$ cat src/rtl/uart_bus_responder.sv
// rtl/uart_bus_responder.sv - memory-mapped 8N1 UART with TX FIFO, RX holding register and sticky error flags
module uart_bus_responder #(
    parameter int FIFO_DEPTH  = 8,
    parameter int DIV_DEFAULT = 234,
    parameter int DIV_MIN     = 16
) (
    input  logic        clk,
    input  logic        resetn,
    input  logic [3:0]  addr,
    input  logic        ren,
    input  logic        wen,
    input  logic [31:0] wdata,
    output logic [31:0] rdata,
    output logic        tx,
    input  logic        rx
);

    localparam int              AW       = $clog2(FIFO_DEPTH);
    localparam logic [AW:0]     FULL_CNT = (AW+1)'(FIFO_DEPTH);
    localparam logic [15:0]     DIV_RST  = 16'(DIV_DEFAULT);
    localparam logic [15:0]     DIV_LO   = 16'(DIV_MIN);

    typedef enum logic [1:0] {S_IDLE, S_START, S_DATA, S_STOP} uart_state_e;

    logic              sel_data, sel_stat, sel_div;
    logic              wr_data, rd_data, wr_stat, wr_div;
    logic              unused_bits;

    logic [7:0]        fifo_mem [FIFO_DEPTH];
    logic [AW-1:0]     wr_ptr_q, rd_ptr_q;
    logic [AW:0]       count_q, count_d;
    logic              fifo_full, fifo_empty, push_ok, push_drop, tx_pop;

    logic [15:0]       div_q;

    uart_state_e       tx_state_q;
    logic [15:0]       tx_cnt_q;
    logic [2:0]        tx_bit_q;
    logic [7:0]        tx_sh_q;
    logic              tx_q;

    uart_state_e       rx_state_q;
    logic              rx_s1_q, rx_s2_q, rx_s3_q;
    logic [15:0]       rx_cnt_q;
    logic [2:0]        rx_bit_q;
    logic [7:0]        rx_sh_q;
    logic              rx_wait_q;
    logic              rx_stop_tick, rx_good, rx_bad;

    logic              rx_valid_q, rx_overrun_q, frame_err_q, tx_drop_q;
    logic [7:0]        rx_data_q;
    logic [6:0]        status;

    assign unused_bits = ^{addr[1:0], wdata[31:16]};

    assign sel_data = (addr[3:2] == 2'd0);
    assign sel_stat = (addr[3:2] == 2'd1);
    assign sel_div  = (addr[3:2] == 2'd2);
    assign wr_data  = wen & sel_data;
    assign rd_data  = ren & sel_data;
    assign wr_stat  = wen & sel_stat;
    assign wr_div   = wen & sel_div;

    // Fullness is judged on the registered count, so a same-cycle pop never rescues a push.
    assign fifo_full  = (count_q == FULL_CNT);
    assign fifo_empty = (count_q == '0);
    assign push_ok    = wr_data & ~fifo_full;
    assign push_drop  = wr_data & fifo_full;
    assign tx_pop     = ~fifo_empty &
                        ((tx_state_q == S_IDLE) || (tx_state_q == S_STOP && tx_cnt_q == 16'd0));

    always_comb begin
        count_d = count_q;
        case ({push_ok, tx_pop})
            2'b10:   count_d = count_q + 1'b1;
            2'b01:   count_d = count_q - 1'b1;
            default: count_d = count_q;
        endcase
    end

    always_ff @(posedge clk) begin
        if (push_ok) fifo_mem[wr_ptr_q] <= wdata[7:0];
    end

    always_ff @(posedge clk or negedge resetn) begin
        if (!resetn) begin
            wr_ptr_q <= '0;
            rd_ptr_q <= '0;
            count_q  <= '0;
            div_q    <= DIV_RST;
        end else begin
            if (push_ok) wr_ptr_q <= wr_ptr_q + 1'b1;
            if (tx_pop)  rd_ptr_q <= rd_ptr_q + 1'b1;
            count_q <= count_d;
            if (wr_div) div_q <= (wdata[15:0] < DIV_LO) ? DIV_LO : wdata[15:0];
        end
    end

    // Every bit boundary reloads from div_q, so a divisor change lands on the next bit.
    always_ff @(posedge clk or negedge resetn) begin
        if (!resetn) begin
            tx_state_q <= S_IDLE;
            tx_cnt_q   <= '0;
            tx_bit_q   <= '0;
            tx_sh_q    <= '0;
            tx_q       <= 1'b1;
        end else begin
            case (tx_state_q)
                S_IDLE: begin
                    tx_q <= 1'b1;
                    if (tx_pop) begin
                        tx_sh_q    <= fifo_mem[rd_ptr_q];
                        tx_cnt_q   <= div_q - 16'd1;
                        tx_q       <= 1'b0;
                        tx_state_q <= S_START;
                    end
                end
                S_START: begin
                    if (tx_cnt_q == 16'd0) begin
                        tx_q       <= tx_sh_q[0];
                        tx_sh_q    <= {1'b0, tx_sh_q[7:1]};
                        tx_bit_q   <= '0;
                        tx_cnt_q   <= div_q - 16'd1;
                        tx_state_q <= S_DATA;
                    end else begin
                        tx_cnt_q <= tx_cnt_q - 16'd1;
                    end
                end
                S_DATA: begin
                    if (tx_cnt_q == 16'd0) begin
                        tx_cnt_q <= div_q - 16'd1;
                        tx_bit_q <= tx_bit_q + 3'd1;
                        if (tx_bit_q == 3'd7) begin
                            tx_q       <= 1'b1;
                            tx_state_q <= S_STOP;
                        end else begin
                            tx_q    <= tx_sh_q[0];
                            tx_sh_q <= {1'b0, tx_sh_q[7:1]};
                        end
                    end else begin
                        tx_cnt_q <= tx_cnt_q - 16'd1;
                    end
                end
                default: begin
                    if (tx_cnt_q == 16'd0) begin
                        if (tx_pop) begin
                            tx_sh_q    <= fifo_mem[rd_ptr_q];
                            tx_cnt_q   <= div_q - 16'd1;
                            tx_q       <= 1'b0;
                            tx_state_q <= S_START;
                        end else begin
                            tx_q       <= 1'b1;
                            tx_state_q <= S_IDLE;
                        end
                    end else begin
                        tx_cnt_q <= tx_cnt_q - 16'd1;
                    end
                end
            endcase
        end
    end

    assign rx_stop_tick = (rx_state_q == S_STOP) && !rx_wait_q && (rx_cnt_q == 16'd0);
    assign rx_good      = rx_stop_tick & rx_s2_q;
    assign rx_bad       = rx_stop_tick & ~rx_s2_q;

    // rx_s3_q is the previous synchronized level, used only for falling-edge detection.
    always_ff @(posedge clk or negedge resetn) begin
        if (!resetn) begin
            rx_s1_q    <= 1'b1;
            rx_s2_q    <= 1'b1;
            rx_s3_q    <= 1'b1;
            rx_state_q <= S_IDLE;
            rx_cnt_q   <= '0;
            rx_bit_q   <= '0;
            rx_sh_q    <= '0;
            rx_wait_q  <= 1'b0;
        end else begin
            rx_s1_q <= rx;
            rx_s2_q <= rx_s1_q;
            rx_s3_q <= rx_s2_q;
            case (rx_state_q)
                S_IDLE: begin
                    if (rx_s3_q && !rx_s2_q) begin
                        rx_cnt_q   <= (div_q >> 1) - 16'd1;
                        rx_state_q <= S_START;
                    end
                end
                S_START: begin
                    if (rx_cnt_q == 16'd0) begin
                        rx_cnt_q   <= div_q - 16'd1;
                        rx_bit_q   <= '0;
                        rx_state_q <= rx_s2_q ? S_IDLE : S_DATA;
                    end else begin
                        rx_cnt_q <= rx_cnt_q - 16'd1;
                    end
                end
                S_DATA: begin
                    if (rx_cnt_q == 16'd0) begin
                        rx_sh_q  <= {rx_s2_q, rx_sh_q[7:1]};
                        rx_cnt_q <= div_q - 16'd1;
                        rx_bit_q <= rx_bit_q + 3'd1;
                        if (rx_bit_q == 3'd7) rx_state_q <= S_STOP;
                    end else begin
                        rx_cnt_q <= rx_cnt_q - 16'd1;
                    end
                end
                default: begin
                    if (rx_wait_q) begin
                        if (rx_s2_q) begin
                            rx_wait_q  <= 1'b0;
                            rx_state_q <= S_IDLE;
                        end
                    end else if (rx_cnt_q == 16'd0) begin
                        if (rx_s2_q) rx_state_q <= S_IDLE;
                        else         rx_wait_q  <= 1'b1;
                    end else begin
                        rx_cnt_q <= rx_cnt_q - 16'd1;
                    end
                end
            endcase
        end
    end

    // Sets take priority over both the DATA-read clear and the W1C clears.
    always_ff @(posedge clk or negedge resetn) begin
        if (!resetn) begin
            rx_valid_q   <= 1'b0;
            rx_data_q    <= '0;
            rx_overrun_q <= 1'b0;
            frame_err_q  <= 1'b0;
            tx_drop_q    <= 1'b0;
        end else begin
            if (rx_good) begin
                rx_valid_q <= 1'b1;
                rx_data_q  <= rx_sh_q;
            end else if (rd_data) begin
                rx_valid_q <= 1'b0;
            end
            rx_overrun_q <= (rx_overrun_q & ~(wr_stat & wdata[4])) | (rx_good & rx_valid_q & ~rd_data);
            frame_err_q  <= (frame_err_q  & ~(wr_stat & wdata[5])) | rx_bad;
            tx_drop_q    <= (tx_drop_q    & ~(wr_stat & wdata[6])) | push_drop;
        end
    end

    assign status = {tx_drop_q, frame_err_q, rx_overrun_q, rx_valid_q,
                     (tx_state_q != S_IDLE), fifo_empty, fifo_full};

    always_comb begin
        rdata = 32'd0;
        case (addr[3:2])
            2'd0:    rdata = {23'd0, rx_valid_q, rx_data_q};
            2'd1:    rdata = {25'd0, status};
            2'd2:    rdata = {16'd0, div_q};
            default: rdata = 32'd0;
        endcase
    end

    assign tx = tx_q;

endmodule

$ cat config.mk
export PLATFORM = sky130hd
export DESIGN_NAME = uart_bus_responder
export DESIGN_NICKNAME = d
export VERILOG_FILES = /design/src/rtl/uart_bus_responder.sv
export SDC_FILE = /design/constraint.sdc
export NUM_CORES = 1
export LEC_CHECK = 0
export ABC_AREA = 1
export BUFFER_PORTS_ARGS = -buffer_cell sky130_fd_sc_hd__buf_2
export CORE_ASPECT_RATIO = 1.5
export CORE_MARGIN = 2
export CORE_UTILIZATION = 40
export CTS_BUF_LIST = sky130_fd_sc_hd__clkbuf_4
export DETAILED_ROUTE_END_ITERATION = 8
export PLACE_DENSITY_LB_ADDON = 0.05
export SYNTH_ARGS = -nofsm -noshare
export SYNTH_HDL_FRONTEND = slang
export SYNTH_SLANG_ARGS = --single-unit
$ cat constraint.sdc
create_clock -name clk -period 4.6 [get_ports clk]
set_clock_uncertainty 0.2 [all_clocks]
set_input_delay 0.23 -clock clk [delete_from_list [all_inputs] [get_ports clk]]
set_output_delay 0.23 -clock clk [all_outputs]
set_load 0.02 [all_outputs]
==> results of run 1 <==
==> placed cells by master (no fill, tap or decap), types with 3 or more instances in the layout <==
cell and count:
nand3_1 185, buf_2 38, o21ai_0 83, dfrtp_1 92
nor2_1 124, nor4_1 4, nand2_2 6, edfxtp_1 64
o211ai_1 7, inv_2 3, nand4_2 3, inv_1 141
buf_4 11, nand3_2 3, dfstp_2 9, a21oi_1 19
o22ai_1 3, nand2_4 7, ha_1 25, o221ai_1 3
nand4_1 7, xor2_1 20, o21ai_1 9, clkbuf_4 21
conb_1 16, xnor2_1 5, inv_8 3, clkinv_1 5
nand2_1 426, nor2_2 12, a31oi_1 11, nor2_4 4
o31ai_1 3, dlygate4sd3_1 27
==> metal layers <==
metal  part of all wire (%)  GRT usage, %
met1                     41          26.6
met2                     53          42.9
met3                    3.0          3.44
met4                    3.1          8.87
met5                      0             0
==> power by group through the flow <==
stage | clock, mW | combinational, mW | sequential [mW]
2_1_floorplan | 0 | 1.31 | 1.91
3_3_place_gp | 0 | 1.74 | 1.96
3_5_place_dp | 0 | 1.75 | 1.96
4_1_cts | 0.870 | 1.77 | 1.93
5_1_grt | 0.931 | 2.00 | 1.96
6_report | 0.839 | 1.77 | 1.93
==> worst reg2reg max path, delay by kind of cell, from the launching register on <==
kind,cells,cell delay (ns)
buf+inv,2,0.26
fa+ha+maj,3,0.70
compound gates,4,0.39
xor+xnor,1,0.21
simple gates,5,0.85
flops,1,0.39
==> metrics by stage <==
step | utilization, % | hold slack, ns | power [mW] | std cells
3_5_place_dp | 42.3 | 0.141 | 3.71 | 1695
4_1_cts | 44.4 | 0.00636 | 4.58 | 1754
5_1_grt | 44.4 | 0.0109 | 4.90 | 1755
2_1_floorplan | - | -0.266 | 3.22 | 1373
3_3_place_gp | 42.3 | 0.141 | 3.71 | 1695
6_report | 44.4 | 0.0584 | 4.54 | 1755
==> kinds of logic (layout without fill, tap and decap cells) <==
kind of cell / Yosys count / after routing / synth area share, %
simple gates: 790 / 790 / 34.0
compound gates: 148 / 148 / 8.10
buf+inv: 204 / 257 / 8.60
xor+xnor: 25 / 25 / 2.16
fa+ha+maj: 25 / 25 / 3.09
other cells: 1 / 17 / 0.0370
flops: 165 / 165 / 44.0
==> final cells by class <==
| class | count | area [um^2] | share of cell area, % |
|---|---|---|---|
| multi-input cells | 1004 | 4860 | 43.9 |
| flip-flops and latches | 165 | 4460 | 40.2 |
| inverters | 149 | 559 | 5.04 |
| repair buffers | 76 | 543 | 4.90 |
| well taps | 328 | 410 | 3.70 |
| clock buffers | 21 | 158 | 1.42 |
| clock inverters | 11 | 93.8 | 0.846 |
| diodes | 1 | 2.50 | 0.0226 |
==> flip-flops by register name, indices dropped and copies added, names as in the netlist, 3 cells and up <==
signal	count
rx_data_q	8
tx_bit_q	3
count_q	4
tx_sh_q	8
rx_cnt_q	16
rx_bit_q	3
rd_ptr_q	3
wr_ptr_q	3
fifo_mem	64
rx_sh_q	8
div_q	16
tx_cnt_q	16
==> worst paths after layout <==
check	start	endpoint	cells past startpoint
max in group asynchronous	resetn	div_q[3]$_DFFE_PN1P_	3
setup reg to reg	tx_cnt_q[1]$_DFF_PN0_	count_q[2]$_DFFE_PN0P_	15
hold / removal	rx	rx_s1_q$_DFF_PN1_	2
hold reg to reg	rx_s1_q$_DFF_PN1_	rx_s2_q$_DFF_PN1_	0
setup / recovery	tx_cnt_q[1]$_DFF_PN0_	count_q[2]$_DFFE_PN0P_	15
min in group asynchronous	resetn	wr_ptr_q[1]$_DFFE_PN0P_	2
==> repair_timing <==
action                                 in CTS  in global routing
endpoints found under the hold margin     147                  0
hold buffers                               27                  0
resized for setup                           0                  0
==> results.cfg, run 1 <==
[sta]
max_freq_mhz = 324
timing.final.crit_share_pct = 67.1
finalSetupViolCount = 0
relSlewSlack_pct = 33.5
hold_violations = 0
fin_tns_setup_ns = 0
min_period_ns = 3.09
maxSlewViolCount = 0
fin_ws_ns = 1.51
worst_pin_slew_ns = 0.996
rsz0062_at_grt = false

[die]
core_um2 = 25000
fp-row-count = 71
die_h_um = 199
dieArea_um2 = 26700
start_util_pct = 40.6
pin_count = 74
die_x_um = 134

[placement]
port_buffers = 39
dpl.hpwl_um = 20900
placed_area_um2 = 10600
place_congestion = 0.898
place_ws_ns = 1.53

[setup_path]
critPathRequiredTime_ns = 4.91
cp_common_cell = ha_1
cp-start-kind = flip-flop
crit_path_max_incr_delay_ns = 0.39
cpMaxStageDelayCell = dfrtp_1
crit_chain = inv_1 > ha_1 > nand2_4 > nor2_4 > nand3_2 > nand2_4 > nand2_8 > inv_1 > ha_1 > xor2_1 > ha_1 > a21oi_1 > a21oi_1 > o21ai_0 > o21a_1
worstPathMaxFanout = 19
cp.arrival_ns = 3.40
cp_num_buf_inv = 2
rrSetupSlack_ns = 1.51
worstSetupPathType = reg2reg
cpLargestDelayFamily = simple AND/OR/NAND/NOR gates
crit_path_end_kind = flip-flop

[status]
outcome = completed

[route]
drc = 0
avgViaCountPerCell = 5.04
num_vias = 8840
drtIter0Drc = 467
totalWireLength_um = 29200
ant_nets = 0
post_drt_wl_per_cell_um = 16.6
first_pass_iters = 7

[clock_tree]
cts.sinks = 165
clock_path_buffers = 2
h-tree-depth = 4
cts_buffers = 17
cts_root_buf = clkbuf_4
cts_tree = yes
clkTransAtPathRegs_ns = 0.15
insertion_delay_ns = 0.61
cts_setup_buffers = 0

[synthesis]
synthesis.yosys.warnings = 0
synth_area_per_cell_um2 = 7.46
syn_inst = 1358
synth-edff-count = 64
yosysMostFrequentCell = nand2_1
synth_seq_cells = 165
ys_types = 48
yosys-top-cells-area = dfrtp_1, edfxtp_1, nand2_1
synthArstFlopShare_pct = 61.2
ys_seq_area_share_pct = 44.0
ys.flop_type = dfrtp_1
synth_top_area_share_pct = 22.7
netlist_top_cells_count = nand2_1, nand3_1, inv_1, nor2_1, dfrtp_1
syn_area_um2 = 10100
yosysTopAreaCell = dfrtp_1

[finish]
nets = 1479
stdcell_area_um2 = 11100
area_growth_pct = 9.40
fillCellCount = 2597
drive_gt1_share_pct = 9.40

[power]
p_leak_nw = 5.10
p_seq_share_pct = 42.6
power.density_nw_per_um2 = 410
p_switching_mw = 1.99
ir_worst_vdd_mv = 0.281
p_clk_share_pct = 18.5
p_sw_share_pct = 43.8
comb_power_share_pct = 38.9
p_int_mw = 2.55

[global_route]
grtUsageTotal_pct = 23.1
grt_antenna_before_repair = 1
grt_pass1_vias = 8858
grt_max_degree = 64
grt_pass1_wl_um = 47100
grt_overflow_total = 0

[min_path]
hold_class = in2reg

[flow_run]
drv_cap = 0
(Power assumes the default switching activity.)
==> inputs of run 2 (changes only) <==
==> constraint.sdc (replaced) <==
create_clock -name clk -period 2.8 [get_ports clk]
set_clock_uncertainty 0.2 [all_clocks]
set_input_delay 0.14 -clock clk [delete_from_list [all_inputs] [get_ports clk]]
set_output_delay 0.14 -clock clk [all_outputs]
set_load 0.02 [all_outputs]
==> results.cfg, run 2 (synthesis results as in run 1) <==
[status]
outcome = completed

[power]
p_leak_nw = 5.39
p_sw_share_pct = 43.3
p_clk_share_pct = 20.8
p_switching_mw = 3.44
finalPower_mw = 7.95
ir_worst_vdd_mv = 0.488
comb_power_share_pct = 39.0
p_seq_share_pct = 40.2
p_int_mw = 4.51
power.density_nw_per_um2 = 680

[finish]
mostFrequentLayoutCells = nand2_1, nand3_1, inv_1, nor2_1, dfrtp_1
post-route-util_pct = 46.8
layout_commonest_cell = nand2_1
fillCellCount = 2556
stdcell_area_um2 = 11700
layout.cells.non_filler = 1809
area_growth_pct = 15.4
nets = 1532
largest_register_ffs = 64
drive_gt1_share_pct = 11.7
largest_register = fifo_mem

[setup_path]
crit_chain = dlygate4sd3_1 > buf_2 > nor2_1 > dlygate4sd3_1 > inv_1 > nor2_1 > nand2_1 > inv_1 > nand2_1 > nor2_1
crit_path_end_kind = flip-flop
cp-start-kind = input pin
critPathRequiredTime_ns = 2.85
cpLargestDelayFamily = buffers and inverters
cpMaxStageDelayCell = nor2_1
crit_path_max_incr_delay_ns = 0.66
worstSetupPathType = in2reg
cp_common_cell = nor2_1
cp_num_buf_inv = 5
worstPathMaxFanout = 8
cp.arrival_ns = 2.68

[flow_run]
drv_cap = 0

[sta]
hold_violations = 0
max_freq_mhz = 379
finalSetupViolCount = 0
relSlewSlack_pct = 43.7
worst_pin_slew_ns = 0.842
min_period_ns = 2.64
timing.final.crit_share_pct = 94.3
maxSlewViolCount = 0
rsz0062_at_grt = true

[die]
start_util_pct = 40.6
fp-row-count = 71
pin_count = 74
core_um2 = 25000
die_h_um = 199
die_x_um = 134
dieArea_um2 = 26700

[route]
ant_nets = 0
num_vias = 9164
drc = 0
drtIter0Drc = 550
post_drt_wl_per_cell_um = 17.0
first_pass_iters = 5
avgViaCountPerCell = 5.07
totalWireLength_um = 30800

[global_route]
grt_max_degree = 46
grt_overflow_total = 0
use_met3_pct = 3.16
grt_pass1_vias = 9306
use_met2_pct = 46.1
grtUsageTotal_pct = 24.2
grt_use_met1_pct = 26.6
grt_antenna_before_repair = 1
grt_pass1_wl_um = 49200
grt-busiest-layer = met2

[placement]
place_congestion = 0.925
dpl.hpwl_um = 22200
port_buffers = 39
dp_cells = 1729
placed_area_um2 = 10800

[clock_tree]
h-tree-depth = 4
cts_setup_buffers = 0
clock_path_buffers = 2
cts_tree = yes
insertion_delay_ns = 0.62
cts_buffers = 17
clkTransAtPathRegs_ns = 0.16
cts.sinks = 165
cts_root_buf = clkbuf_4

[min_path]
hold_class = reg2reg
## run 2: metal layers
metal,wire (um),vias up,part of all wire (%)
li1,-,4599,-
met1,12400,4325,40
met2,16300,182,53
met3,858,58,2.8
met4,1190,0,3.8
met5,0,-,0
## run 2: power by group through the flow
stage | clock network, mW | logic, mW | registers, mW
6_report | 1.65 | 3.10 | 3.19
5_1_grt | 1.77 | 3.53 | 3.24
3_5_place_dp | 0 | 3.02 | 3.24
4_1_cts | 1.69 | 3.10 | 3.19
2_1_floorplan | 0 | 2.15 | 3.14
3_3_place_gp | 0 | 3.00 | 3.24
## run 2: per-stage QoR
step | setup TNS [ns] | worst slack [ns] | hold slack (ns)
final | 0 | 0.161 | 0.169
after global placement | 0 | 0.196 | 0.0465
after detailed placement | 0 | 0.179 | 0.0469
after global routing | -0.0972 | -0.0272 | 0.171
after floorplan | 0 | 0.174 | -0.356
after CTS | 0 | 0.122 | 0.164
## run 2: final cells by class
| type | count | area (um^2) | share of cell area, % |
|---|---|---|---|
| tap | 328 | 410 | 3.51 |
| antenna | 2 | 5.00 | 0.0428 |
| clock buffer | 17 | 128 | 1.09 |
| timing repair buffer | 129 | 1030 | 8.82 |
| clock inverter | 15 | 213 | 1.82 |
| inverter | 149 | 559 | 4.78 |
| sequential | 165 | 4460 | 38.1 |
| multi-input combinational | 1004 | 4890 | 41.8 |
## run 2: path summary, 6_finish.rpt
path / start / endpoint / slack, ns / cells past startpoint
hold / removal: rx_s1_q$_DFF_PN1_ / rx_s2_q$_DFF_PN1_ / 0.17 / 0
max in group asynchronous: resetn / div_q[4]$_DFFE_PN0P_ / 1.56 / 4
setup / recovery: addr[2] / fifo_mem[1][4]$_DFFE_PP_ / 0.16 / 10
min in group asynchronous: resetn / tx$_DFFE_PN1P_ / 0.51 / 3
hold reg to reg: rx_s1_q$_DFF_PN1_ / rx_s2_q$_DFF_PN1_ / 0.17 / 0
setup reg to reg: tx_cnt_q[1]$_DFF_PN0_ / count_q[2]$_DFFE_PN0P_ / 0.27 / 15
## run 2: timing repair
item | CTS | global route
resized for setup | 0 | 5
endpoints found under the setup margin | 0 | 8
hold buffers | 46 | 0
endpoints found under the hold margin | 184 | 0
## run 2: worst register-to-register path: stages (launching register included)
cell	delay, ns
dfrtp_1	0.39
inv_1	0.16
ha_4	0.19
nand2_4	0.06
nor2_4	0.15
nand3_2	0.11
nand2_4	0.11
nand2_8	0.05
inv_1	0.07
ha_2	0.22
xor2_2	0.17
ha_1	0.16
a21oi_1	0.05
a21oi_1	0.14
o21ai_0	0.09
o21a_1	0.11
==> inputs of run 3 (changes only) <==
--- a/config.mk
+++ b/config.mk
@@ -8,7 +8,7 @@
 export ABC_AREA = 1
 export BUFFER_PORTS_ARGS = -buffer_cell sky130_fd_sc_hd__buf_2
 export CORE_ASPECT_RATIO = 1.5
-export CORE_MARGIN = 2
+export CORE_MARGIN = 10
 export CORE_UTILIZATION = 40
 export CTS_BUF_LIST = sky130_fd_sc_hd__clkbuf_4
 export DETAILED_ROUTE_END_ITERATION = 8
==> results.cfg, run 3 (synthesis results as in run 1) <==
[finish]
nets = 1513
largest_register = fifo_mem
post-route-util_pct = 45.7
mostFrequentLayoutCells = nand2_1, nand3_1, inv_1, nor2_1, dfrtp_1
fillCellCount = 2638
area_growth_pct = 13.0
largest_register_ffs = 64
drive_gt1_share_pct = 11.4
layout_commonest_cell = nand2_1
layout.cells.non_filler = 1790

[route]
ant_nets = 0
drc = 0
avgViaCountPerCell = 5.11
first_pass_iters = 5
totalWireLength_um = 31500
post_drt_wl_per_cell_um = 17.6
num_vias = 9144
drtIter0Drc = 630

[setup_path]
cp-start-kind = input pin
r2r_end = count_q[3]$_DFFE_PN0P_
r2r_start = tx_cnt_q[1]$_DFF_PN0_
rr_worst_depth = 14
worstPathMaxFanout = 8
critPathRequiredTime_ns = 2.84
cp.arrival_ns = 2.68
rrSetupSlack_ns = 0.19
worstSetupPathType = in2reg
crit_path_end_kind = flip-flop

[power]
p_leak_nw = 5.32
p_int_mw = 4.39
p_sw_share_pct = 43.9
comb_power_share_pct = 39.3
p_seq_share_pct = 40.8
p_switching_mw = 3.44
finalPower_mw = 7.83
power.density_nw_per_um2 = 683
p_clk_share_pct = 19.9
ir_worst_vdd_mv = 0.511

[sta]
min_period_ns = 2.63
fin_tns_setup_ns = 0
rsz0062_at_grt = true
max_freq_mhz = 380
relSlewSlack_pct = 44.4
worst_pin_slew_ns = 0.831
hold_violations = 0
maxSlewViolCount = 0
finalSetupViolCount = 0
timing.final.crit_share_pct = 94.0

[clock_tree]
cts_setup_buffers = 0
clock_path_buffers = 2
insertion_delay_ns = 0.61
cts_root_buf = clkbuf_4
cts_buffers = 17
cts_tree = yes
h-tree-depth = 4
clkTransAtPathRegs_ns = 0.17
cts.sinks = 165

[placement]
dpl.hpwl_um = 23000
place_congestion = 0.899
dp_cells = 1726
port_buffers = 39

[flow_run]
drv_cap = 0

[die]
pin_count = 74
dieArea_um2 = 32200
fp-row-count = 71
die_h_um = 215
die_x_um = 150
start_util_pct = 40.5
core_um2 = 25100

[global_route]
grt_overflow_total = 0
grt_pass1_vias = 9091
grt_pass1_wl_um = 49900
grt_max_degree = 48
grt_antenna_before_repair = 1
grtUsageTotal_pct = 19.8

[min_path]
hold_end = div_q[12]$_DFFE_PN0P_
whs_path_depth = 4
worstHoldStart = wdata[12]
hold_class = in2reg

[status]
outcome = completed
-- run 3: area by class of cell --
| type | count | area [um^2] | area share, % |
|---|---|---|---|
| diodes | 2 | 5.00 | 0.0437 |
| well taps | 328 | 410 | 3.58 |
| inverters | 149 | 559 | 4.88 |
| flip-flops and latches | 165 | 4460 | 38.9 |
| repair buffers | 110 | 841 | 7.34 |
| clock inverters | 15 | 190 | 1.66 |
| clock buffers | 17 | 128 | 1.11 |
| multi-input cells | 1004 | 4870 | 42.5 |
-- run 3: how the worst max path moves through the flow --
stage | slack [ns] | cells after the start | to | start
after floorplan | 0.17 | 15 | count_q[2]$_DFFE_PN0P_ | tx_cnt_q[1]$_DFF_PN0_
after global placement | 0.19 | 15 | count_q[2]$_DFFE_PN0P_ | tx_cnt_q[1]$_DFF_PN0_
after detailed placement | 0.18 | 15 | count_q[2]$_DFFE_PN0P_ | tx_cnt_q[1]$_DFF_PN0_
after CTS | 0.14 | 14 | count_q[3]$_DFFE_PN0P_ | tx_cnt_q[1]$_DFF_PN0_
after global routing | -0.01 | 10 | fifo_mem[1][0]$_DFFE_PP_ | addr[2]
final | 0.17 | 10 | fifo_mem[3][4]$_DFFE_PP_ | addr[2]
-- run 3: power groups by stage --
stage,sequential [mW],clock [mW],combinational (mW)
finish,3.19,1.56,3.08
global route,3.23,1.68,3.49
CTS,3.19,1.61,3.09
detailed placement,3.24,0,3.03
global placement,3.24,0,3.01
floorplan,3.14,0,2.15
-- run 3: metal layers --
| layer | part of all wire [%] | track usage (%) | wire [um] | up-vias |
|---|---|---|---|---|
| met3 | 3.1 | 3.13 | 963 | 52 |
| met4 | 3.0 | 7.34 | 959 | 0 |
| met5 | 0 | 0 | 0 | - |
| met2 | 54 | 36.6 | 17000 | 181 |
| li1 | - | - | - | 4569 |
| met1 | 40 | 22.0 | 12600 | 4342 |
-- run 3: critical path, cell delays in order --
cell           delay, ns
dlygate4sd3_1       0.55
buf_2               0.14
nor2_1              0.13
dlygate4sd3_1       0.56
inv_1               0.05
nor2_1              0.08
nand2_1             0.13
inv_1               0.13
nand2_1             0.11
nor2_1              0.65
-- run 3: timing repair --
item | in CTS | in global routing
hold endpoints to repair | 186 | 0
gates resized for setup | 0 | 1
hold buffers | 30 | 0
setup endpoints to repair | 0 | 14
-- run 3: metrics by stage --
step | cell area [um^2] | hold WS [ns] | setup WS [ns]
2_1_floorplan | 10200 | -0.356 | 0.174
3_3_place_gp | 10800 | -0.0670 | 0.190
3_5_place_dp | 10800 | -0.0622 | 0.179
4_1_cts | 11500 | 0.0347 | 0.139
5_1_grt | 11500 | 0.0921 | -0.0108
6_report | 11500 | 0.0988 | 0.168
